**src/rtl/cnt_seq_ctrl.sv**
```systemverilog
// Programmable 16-bit down-counter with reload, one-shot/periodic modes,
// terminal-count pulse, sticky pending flag and a small 4-entry register map.
module cnt_seq_ctrl (
    input  logic       MasterClock,
    input  logic       RESET,
    input  logic       CE,
    input  logic       WR,
    input  logic       RD,
    input  logic [1:0] ADDR,
    input  logic [7:0] DIN,
    output logic [7:0] DOUT,
    output logic       TC,
    output logic       INT,
    output logic       RUN
);
    typedef enum logic [1:0] {S_IDLE, S_LOAD, S_COUNT} state_t;

    state_t      state_q;
    logic [15:0] reload_q;
    logic [15:0] count_q;
    logic [7:0]  snap_q;
    logic        en_q;
    logic        mode_q;
    logic        inten_q;
    logic        pend_q;

    logic ctrl_wr;
    logic stop_wr;
    logic start_wr;
    logic pend_clr;
    logic snap_rd;
    logic at_term;
    logic tc_d;

    assign ctrl_wr  = WR && (ADDR == 2'd2);
    assign stop_wr  = ctrl_wr && !DIN[0];
    assign start_wr = ctrl_wr && DIN[0] && DIN[7];
    assign pend_clr = WR && (ADDR == 2'd3) && DIN[0];
    assign snap_rd  = RD && (ADDR == 2'd0);
    assign at_term  = (state_q == S_COUNT) && CE && (count_q == 16'd0);
    // A disabling CTRL write or reset swallows the terminal count; a START does not.
    assign tc_d     = !RESET && at_term && !stop_wr;

    always_ff @(posedge MasterClock) begin
        if (RESET) begin
            state_q  <= S_IDLE;
            reload_q <= 16'd0;
            count_q  <= 16'd0;
            snap_q   <= 8'd0;
            en_q     <= 1'b0;
            mode_q   <= 1'b0;
            inten_q  <= 1'b0;
            pend_q   <= 1'b0;
        end else begin
            if (WR && (ADDR == 2'd0)) reload_q[7:0]  <= DIN;
            if (WR && (ADDR == 2'd1)) reload_q[15:8] <= DIN;
            if (ctrl_wr) {inten_q, mode_q, en_q} <= DIN[2:0];
            if (snap_rd) snap_q <= count_q[15:8];

            if (tc_d)          pend_q <= 1'b1;
            else if (pend_clr) pend_q <= 1'b0;

            if (stop_wr) begin
                state_q <= S_IDLE;
            end else if (start_wr) begin
                state_q <= S_LOAD;
            end else begin
                case (state_q)
                    S_LOAD: begin
                        count_q <= reload_q;
                        state_q <= S_COUNT;
                    end
                    S_COUNT: begin
                        if (CE) begin
                            if (count_q != 16'd0) count_q <= count_q - 16'd1;
                            else if (mode_q)      count_q <= reload_q;
                            else                  state_q <= S_IDLE;
                        end
                    end
                    default: ;
                endcase
            end
        end
    end

    assign TC  = tc_d;
    assign RUN = !RESET && (state_q != S_IDLE);
    assign INT = !RESET && pend_q && inten_q;

    always_comb begin
        DOUT = 8'h00;
        if (!RESET) begin
            case (ADDR)
                2'd0:    DOUT = count_q[7:0];
                2'd1:    DOUT = snap_q;
                2'd2:    DOUT = {5'd0, inten_q, mode_q, en_q};
                default: DOUT = {6'd0, (state_q != S_IDLE), pend_q};
            endcase
        end
    end
endmodule

```
**config.mk**
```make
export PLATFORM = sky130hd
export DESIGN_NAME = cnt_seq_ctrl
export DESIGN_NICKNAME = d
export VERILOG_FILES = /design/src/rtl/cnt_seq_ctrl.sv
export SDC_FILE = /design/constraint.sdc
export NUM_CORES = 1
export LEC_CHECK = 0
export BUFFER_PORTS_ARGS = -buffer_cell sky130_fd_sc_hd__buf_2
export CAP_MARGIN = 15
export CORE_MARGIN = 1.5
export CORE_UTILIZATION = 41
export CTS_CLUSTER_SIZE = 14
export DETAILED_ROUTE_END_ITERATION = 10
export SKIP_LAST_GASP = 1
export SLEW_MARGIN = 5
export SYNTH_ARGS = -nofsm -noshare
export SYNTH_HDL_FRONTEND = slang
export SYNTH_SLANG_ARGS = --single-unit
```
**constraint.sdc**
```tcl
create_clock -name MasterClock -period 2.81 [get_ports MasterClock]
set_input_delay 0.281 -clock MasterClock [delete_from_list [all_inputs] [get_ports MasterClock]]
set_output_delay 0.281 -clock MasterClock [all_outputs]
set_load 0.01 [all_outputs]
```
==> results of run 1 <==
[cell type report]
type                            count  area share, %
Timing Repair Buffer               33           6.62
Inverter                           16           2.15
Tap cell                           75           3.35
Clock buffer                        6           2.59
Sequential cell                    46           32.9
Multi-Input combinational cell    205           52.1
Clock inverter                      1          0.268
[metrics by stage]
stage	cell area, µm²	cells
2_1_floorplan	2520	285
5_1_grt	2800	382
3_5_place_dp	2720	375
6_report	2800	382
4_1_cts	2800	382
3_3_place_gp	2720	375
[cells in the final DEF (no fill, tap or decap), drive strengths merged, types with 2 or more instances in the layout]
cell     count
a21oi        9
nand4        4
a221oi       3
a211oi       3
o21ai        8
a31o         2
and4         2
nor2b        4
nor3b        2
o221ai       2
nor3        15
mux2i       34
nor2        47
ha           5
o21a         2
or3          3
a2111oi      2
a21boi       6
a41o         2
a31oi        2
o32ai        7
clkbuf       6
o22ai        2
nand2       12
buf         33
nor4         6
inv         15
or4          3
dfxtp       46
[per-layer routing]
metal | up-vias | routed length, µm
li1 | 1082 | -
met1 | 1067 | 3290
met2 | 37 | 2890
met3 | 10 | 267
met4 | 0 | 114
met5 | - | 0
[cell families (layout without fill, tap and decap cells)]
kind of cell,count (synthesis),in the layout,synth area share (%)
buffers and inverters,34,56,5.95
muxes,36,36,14.8
and+or+nand+nor,105,105,21.0
adders and majority gates,5,5,2.48
AOI/OAI and AO/OA,59,59,19.2
DFF,46,46,36.5
[path summary, 6_finish.rpt]
path | to | from | slack, ps | cells after the start
max | TC | count_q[0] | 330 | 6
min | reload_q[12] | DIN[4] | 220 | 3
max reg2reg | count_q[3] | count_q[0] | 470 | 7
min reg2reg | snap_q[2] | snap_q[2] | 500 | 2
[flip-flops by register name (all words and copies together) (netlist names)]
register / count
count_q: 16
en_q: 1
inten_q: 1
mode_q: 1
pend_q: 1
reload_q: 16
snap_q: 8
state_q: 2
[power by group]
part	switching (W)	internal [W]	total (W)
clock network	0.000222	0.000171	0.000393
logic	0.000170	0.000110	0.000280
registers	0.0000243	0.000672	0.000696
total	0.000417	0.000952	0.00137
[worst reg2reg max path: cells and delay by family (launching register included)]
family / cells / cell delay (ps)
fa+ha+maj: 1 / 200
buf+inv: 1 / 100
compound gates: 1 / 250
mux: 1 / 380
flops: 1 / 450
simple gates: 3 / 870
==> metrics.txt, run 1 <==
Critical Path Max Stage Delay=440 ps; I/O pin total=26; number of flops mapped to enable cells by yosys=0; Cell Chain, Critical Path=inv_1 -> ha_1 -> nor4b_1 -> nand4_1 -> nor4_1 -> buf_2; Worst-Skew Late Latency=300 ps; Mapped Nets=305; max-slew violations=0; CTS Hold Bufs=0; Netlist cell types=59; sequential cell area=921 µm²; Core Region=5920 µm²; CTS Root Cell=clkbuf_8; cell family with most CP delay=simple AND/OR/NAND/NOR gates; initial core utilization=42.6%; Worst Path Buf+Inv=2; nets=327; endpoint type of the worst setup path=primary output; Die Area=6630 µm²; routed length per instance=17.2 µm; fin crit period=2480 ps; sequential-to-total area share from yosys stat=36.5%; CTS resizes=0; top cell type's share of synthesized area=36.5%; Pwr Total=0.00137 W; startpoint types=flip-flop; postcts setup bufs=0; worst slack, placed=490 ps; setup_tns=0 ps; vias in the first global route=2053; Peak VDD IR=0.000238 V; port buffer count=25; Die Wd=81.5 µm; antenna viol nets, final=0; Max Cap Viol=0; layout cells sized above 1=18.9%; Ys Warns=0; Fmax=403 MHz; RSZ-0062 raised after global routing=no; synth top area cells=dfxtp_1 (36%), mux2i_1 (13%), nor2_1 (7.0%); top-count cell post-synth=nor2_1; worst hold-check path type=input pin to flip-flop; pin count of the biggest net entering global routing=29; grt peak-use layer=met2; Setup Crit Path Kind=flip-flop to primary output; Post-DP HPWL=4660 µm; final worst-path cycle share=88.4%; Worst slew margin=51.1%; Routed WL=6560 µm; Routability Congestion=0.862; first-pass GRT wire length=10700 µm; final worst slack=327 ps; Synth-to-Final Area Change=10.9%; final hold vios=0; routing usage on met2=32.8%; met1 Usage GRT=31.0%; Leak=1.10 nW; status=completed; setup violators final=0; H-tree depth=2; drt first-iter violations=152; DR pass1 iterations=4; Syn Area/Cell=8.85 µm²; Multi-input gate area=1460 µm²; cell area after synthesis=2520 µm²; CTS tree=done; Async SR Flop Fraction=0%; Rows=28; Mapped Cells=285; DRC Markers=0; WHS=222 ps; clock buffer depth=2; Slew @ Worst Pin=732 ps; Antenna diodes=0; Worst Path Max Fanout=7; Die Ht=81.5 µm; Clk pin slew, worst setup/hold paths=90 ps; total CTS buffers=5; met3 Use GR=3.56%; routed vias=2196; CTS Sinks=46; filler instances=581; total grt overflow=0; post-synth top area cell=dfxtp_1; initial antenna violation count=0; crit path DAT=2200 ps; Total GRT Usage=21.6%; Crit-path slowest cell=nor4_1; top post-synthesis cells by count=nor2_1 (47), dfxtp_1 (46), mux2i_1 (34); Post-Route Utilization=47.3%; ys flop type=dfxtp_1; PwrDens=489 nW/µm²; Via-to-Cell Ratio=5.75; Req. time, crit path=2530 ps; skew final=12.2 ps; FF+latch count, synth=46
Power figures use the tool's default switching activity.
==> run 2: changes to the inputs <==
--- a/config.mk
+++ b/config.mk
@@ -6,11 +6,12 @@
 export NUM_CORES = 1
 export LEC_CHECK = 0
 export BUFFER_PORTS_ARGS = -buffer_cell sky130_fd_sc_hd__buf_2
-export CAP_MARGIN = 15
+export CAP_MARGIN = 20
 export CORE_MARGIN = 1.5
 export CORE_UTILIZATION = 41
 export CTS_CLUSTER_SIZE = 14
 export DETAILED_ROUTE_END_ITERATION = 10
+export PLACE_DENSITY_LB_ADDON = 0.2
 export SKIP_LAST_GASP = 1
 export SLEW_MARGIN = 5
 export SYNTH_ARGS = -nofsm -noshare
==> run 2 against run 1 <==
  * Fmax is 1.0% lower
  * Non-clock buffer count stayed put
  * Design area is 0.94% higher
  * Clock skew is 0.76 ps higher
  * Combinational power hardly changed
  * Via count is 0.14% lower
  * First-iteration DRC count is 21% higher
  * Largest power group unchanged
==> metrics.txt, run 2 (synthesis results as in run 1) <==
worst slack, placed=487 ps (-2.80 ps); CTS Sinks=46 (unchanged); Post-DP HPWL=4750 µm (+2.0%); port buffer count=25 (unchanged); worst hold-check path type=input pin to flip-flop; Max Cap Viol=0 (unchanged); DP Cell Count=375 (unchanged); endpoint type of the worst setup path=primary output; finished layout cell area=2820 µm² (+0.94%); Routability Congestion=0.865 (+0.34%); Synth-to-Final Area Change=11.9%; filler instances=588 (+1.2%); vias in the first global route=2075 (+1.1%); Worst-Skew Late Latency=310 ps (about the same); Worst Path Buf+Inv=2 (unchanged); Worst slew margin=56.6% (+5.5 points); Leak=1.11 nW (+1.4%); Pwr Total=0.00146 W (+6.8%); top flop regs=count_q: 16 flops, reload_q: 16 flops, snap_q: 8 flops; routed vias=2193 (-0.14%); final hold vios=0 (unchanged); cell family with most CP delay=simple AND/OR/NAND/NOR gates; commonest non-fill, non-tap cell in the layout=nor2_1; Critical Path Max Stage Delay=460 ps (+20 ps); routed length per instance=17.1 µm (-0.44%); Req. time, crit path=2530 ps (about the same); sequential cell area=921 µm² (unchanged); CTS Hold Bufs=0 (unchanged); antenna viol nets, final=0 (unchanged); initial core utilization=42.6% (unchanged); routing usage on met2=33.8% (+0.99 points); Cell Count, Final, Fillers Out=383 (+0.26%); startpoint types=flip-flop; nets=327 (unchanged); CTS resizes=0 (unchanged); postcts setup bufs=0 (unchanged); drt first-iter violations=184 (+21%); final worst slack=302 ps (-25.3 ps); pin count of the biggest net entering global routing=29 (unchanged); Routed WL=6550 µm (-0.18%); Total GRT Usage=21.8% (+0.26 points); Die Wd=81.5 µm (unchanged); Crit-path slowest cell=nor4_1; Slew @ Worst Pin=650 ps (-81.8 ps); DR pass1 iterations=4 (unchanged); Die Area=6630 µm² (unchanged); RSZ-0062 raised after global routing=no; DRC Markers=0 (unchanged); Setup Crit Path Kind=flip-flop to primary output; setup_tns=0 ps (unchanged); Multi-input gate area=1460 µm² (unchanged); Peak VDD IR=0.000254 V (+6.8%); Area after DPL=2720 µm² (unchanged); register-to-register setup slack=420 ps (-50 ps); status=completed; Rows=28 (unchanged); layout cells sized above 1=18.8% (-0.061 points); Via-to-Cell Ratio=5.73 (-0.40%); initial antenna violation count=0 (unchanged); Cell Chain, Critical Path=inv_1 -> ha_1 -> nor4b_1 -> nand4_1 -> nor4_1 -> buf_2; clock buffer depth=2 (unchanged); crit path DAT=2230 ps (+30 ps); max-slew violations=0 (unchanged); first-pass GRT wire length=10900 µm (+1.3%); Fmax=399 MHz (-1.0%); most frequent cells in the layout=nor2_1 (47), dfxtp_1 (46), mux2i_1 (34); Clk pin slew, worst setup/hold paths=90 ps (about the same); final worst-path cycle share=89.3% (+0.90 points); Antenna diodes=0 (unchanged); PwrDens=518 nW/µm² (+5.8%); fin crit period=2510 ps (+25.3 ps); Die Ht=81.5 µm (unchanged); Core Region=5920 µm² (unchanged); Worst Path Max Fanout=7 (unchanged); I/O pin total=26 (unchanged); CTS tree=done; CTS Root Cell=clkbuf_8; setup violators final=0 (unchanged); total grt overflow=0 (unchanged); grt peak-use layer=met2; skew final=13.0 ps (+0.761 ps); H-tree depth=2 (unchanged); met1 Usage GRT=31.1% (+0.090 points); total CTS buffers=5 (unchanged); met3 Use GR=3.67% (+0.11 points)
run 2: changes by cell type in the layout (fill, tap and decap cells not counted):
cell,before,now
bufinv_16,0,1
clkinvlp_4,1,0
clkbuf_1,1,2
run 2: per-layer routing:
metal / vias to the layer above / wire, µm
met5: - / 0
met2: 48 / 2910
li1: 1081 / -
met3: 8 / 316
met1: 1056 / 3250
met4: 0 / 67
run 2: layout make-up:
| cell class | instances | area share, % |
|---|---|---|
| clock buffers | 7 | 2.70 |
| flip-flops and latches | 46 | 32.6 |
| repair buffers | 33 | 6.56 |
| inverters | 16 | 2.13 |
| well taps | 75 | 3.32 |
| clock inverters | 1 | 1.06 |
| multi-input cells | 205 | 51.6 |
run 2: worst register-to-register path, cell delays in order (launching register included):
cell     delay, ps
dfxtp_1        470
inv_1          110
ha_1           200
nor4b_1        160
and4_1         260
nor2_1         440
buf_4          270
mux2i_1        250
o32ai_2        110
run 2: report_power, final:
group	leakage (nW)	internal (W)	switching, W
clock network	0.0524	0.000266	0.000223
registers	0.373	0.000672	0.0000234
logic	0.687	0.000110	0.000167
run 2: path summary, 6_finish.rpt:
path,startpoint,endpoint,cells after the start
min reg2reg,snap_q[4],snap_q[4],2
min,DIN[4],reload_q[12],3
max,count_q[0],TC,6
max reg2reg,count_q[0],count_q[10],8
run 2: per-stage QoR:
step                      hold slack, ps  utilization (%)
final                                229             47.7
after global routing                 236             47.7
after CTS                            229             47.7
after detailed placement             486             45.9
after global placement               469             45.9
after floorplan                      425                -
==> run 3: changes to the inputs <==
==> constraint.sdc (replaced) <==
create_clock -name MasterClock -period 2.81 [get_ports MasterClock]
set_input_delay 0.4215 -clock MasterClock [delete_from_list [all_inputs] [get_ports MasterClock]]
set_output_delay 0.4215 -clock MasterClock [all_outputs]
set_load 0.01 [all_outputs]
==> run 3 against run 2 <==
  * Sequential share of layout area down 0.13 points
  * Register-to-register slack worse by 40 ps
  * Worst setup slack got worse by 210 ps
  * Routed wire length rose by 3.7%
  * Sequential cell count unchanged
  * Design area rose by 0.40%
  * Clock skew down 7.8 ps
  * Count of clock-buffer cells in the layout fell by 1
  * Critical path depth is the same
  * Hold slack better by 130 ps
  * Largest cell class unchanged
==> metrics.txt, run 3 (synthesis results as in run 1) <==
status=completed; total CTS buffers=5 (unchanged); Synth-to-Final Area Change=12.3%; Rows=28 (unchanged); I/O pin total=26 (unchanged); port buffer count=25 (unchanged); Leak=1.12 nW (+0.34%); CTS Hold Bufs=0 (unchanged); max-slew violations=0 (unchanged); CTS tree=done; routed vias=2212 (+0.87%); met1 Usage GRT=31.7% (+0.68 points); first-pass GRT wire length=11200 µm (+3.6%); Clk pin slew, worst setup/hold paths=90 ps (about the same); routed length per instance=17.7 µm (+3.4%); Fmax=368 MHz (-7.6%); Worst-Skew Late Latency=300 ps (about the same); Hold Path Sink=reload_q[12]; setup_tns=0 ps (unchanged); Worst slew margin=54.2% (-2.4 points); RSZ-0062 raised after global routing=no; reg2reg end=count_q[11]; endpoint type of the worst setup path=primary output; Slew @ Worst Pin=685 ps (+35.3 ps); most frequent cells in the layout=nor2_1 (47), dfxtp_1 (46), mux2i_1 (34); Routability Congestion=0.844 (-2.4%); finished layout cell area=2840 µm² (+0.40%); met3 Use GR=3.78% (+0.11 points); Post-DP HPWL=4780 µm (+0.51%); worst hold-check path type=input pin to flip-flop; Routed WL=6790 µm (+3.7%); Max Cap Viol=0 (unchanged); Worst R2R Path Depth=8 (unchanged); PwrDens=520 nW/µm² (+0.48%); CTS resizes=0 (unchanged); Area after DPL=2730 µm² (+0.28%); initial antenna violation count=0 (unchanged); Setup Crit Path Kind=flip-flop to primary output; nets=328 (+0.31%); Req. time, crit path=2390 ps (-140 ps); CTS Sinks=46 (unchanged); H-tree depth=2 (unchanged); layout cells sized above 1=19.4% (+0.59 points); pin count of the biggest net entering global routing=29 (unchanged); skew final=5.17 ps (-7.83 ps); clock buffer depth=2 (unchanged); antenna viol nets, final=0 (unchanged); Core Region=5920 µm² (unchanged); fin crit period=2720 ps (+207 ps); final hold vios=0 (unchanged); DP Cell Count=376 (+0.27%); Peak VDD IR=0.000341 V (+35%); register-to-register setup slack=380 ps (-40 ps); crit path DAT=2290 ps (+60 ps); CTS Root Cell=clkbuf_8; DRC Markers=0 (unchanged); Via-to-Cell Ratio=5.76 (+0.60%); Die Wd=81.5 µm (unchanged); final worst-path cycle share=96.6% (+7.4 points); startpoint types=flip-flop; Total GRT Usage=22.7% (+0.90 points); Multi-input gate area=1460 µm² (unchanged); vias in the first global route=2146 (+3.4%); Cell Count, Final, Fillers Out=384 (+0.26%); commonest non-fill, non-tap cell in the layout=nor2_1; total grt overflow=0 (unchanged); HP Start=DIN[4]; filler instances=593 (+0.85%); setup violators final=0 (unchanged); postcts setup bufs=0 (unchanged); FF-to-FF Start=count_q[0]; sequential cell area=921 µm² (unchanged); top flop regs=count_q: 16 flops, reload_q: 16 flops, snap_q: 8 flops; grt peak-use layer=met2; drt first-iter violations=91 (-51%); Worst Path Max Fanout=7 (unchanged); DR pass1 iterations=4 (unchanged); Antenna diodes=0 (unchanged); hold path cells=3 (unchanged); initial core utilization=42.6% (unchanged); Die Area=6630 µm² (unchanged); Die Ht=81.5 µm (unchanged); routing usage on met2=36.0% (+2.1 points)
## run 3: cell types whose count changed in the layout (fill, tap and decap cells not counted), sizes merged
cell / previous run / this run
clkinvlp: 0 / 1
buf: 33 / 34
clkbuf: 7 / 6
## run 3: final cells by class
class,instances,area share [%]
Timing Repair Buffer,34,6.80
Multi-Input combinational cell,205,51.4
Clock buffer,6,2.56
Tap cell,75,3.31
Sequential cell,46,32.5
Inverter,16,2.12
Clock inverter,2,1.32
## run 3: per-stage QoR
| step | hold WS (ps) | power, W | setup WS (ps) | utilization, % |
|---|---|---|---|---|
| after detailed placement | 483 | 0.000990 | 442 | 46.0 |
| final | 363 | 0.00147 | 94.7 | 47.9 |
| after global routing | 377 | 0.00154 | 10.2 | 47.9 |
| after CTS | 359 | 0.00148 | 155 | 47.9 |
| after floorplan | 448 | 0.000904 | 775 | - |
| after global placement | 470 | 0.000990 | 447 | 46.0 |
## run 3: how the worst max path moves through the flow
| stage | from | endpoint | depth (start not counted) | slack (ps) |
|---|---|---|---|---|
| after global placement | count_q[0] | count_q[10] | 8 | 450 |
| after global routing | count_q[1] | TC | 6 | 10 |
| final | count_q[0] | TC | 6 | 90 |
| after floorplan | count_q[0] | count_q[3] | 8 | 780 |
| after CTS | count_q[0] | TC | 6 | 160 |
| after detailed placement | count_q[0] | count_q[11] | 8 | 440 |
## run 3: layer usage
metal,wire length (µm),vias to the layer above,part of all wire [%]
li1,-,1084,-
met1,3340,1064,49
met2,3030,52,45
met3,299,12,4.4
met4,114,0,1.7
met5,0,-,0
## run 3: critical path, cell delays in order, from the launching register on
cell	delay (ps)
dfxtp_1	390
inv_1	110
ha_1	140
nor4b_1	390
nand4_1	240
nor4_1	500
buf_2	220
## run 3: power by group
group          internal [W]  switching (W)
Combinational      0.000111       0.000173
Clock              0.000266       0.000230
Sequential         0.000672      0.0000245
Total               0.00105       0.000427
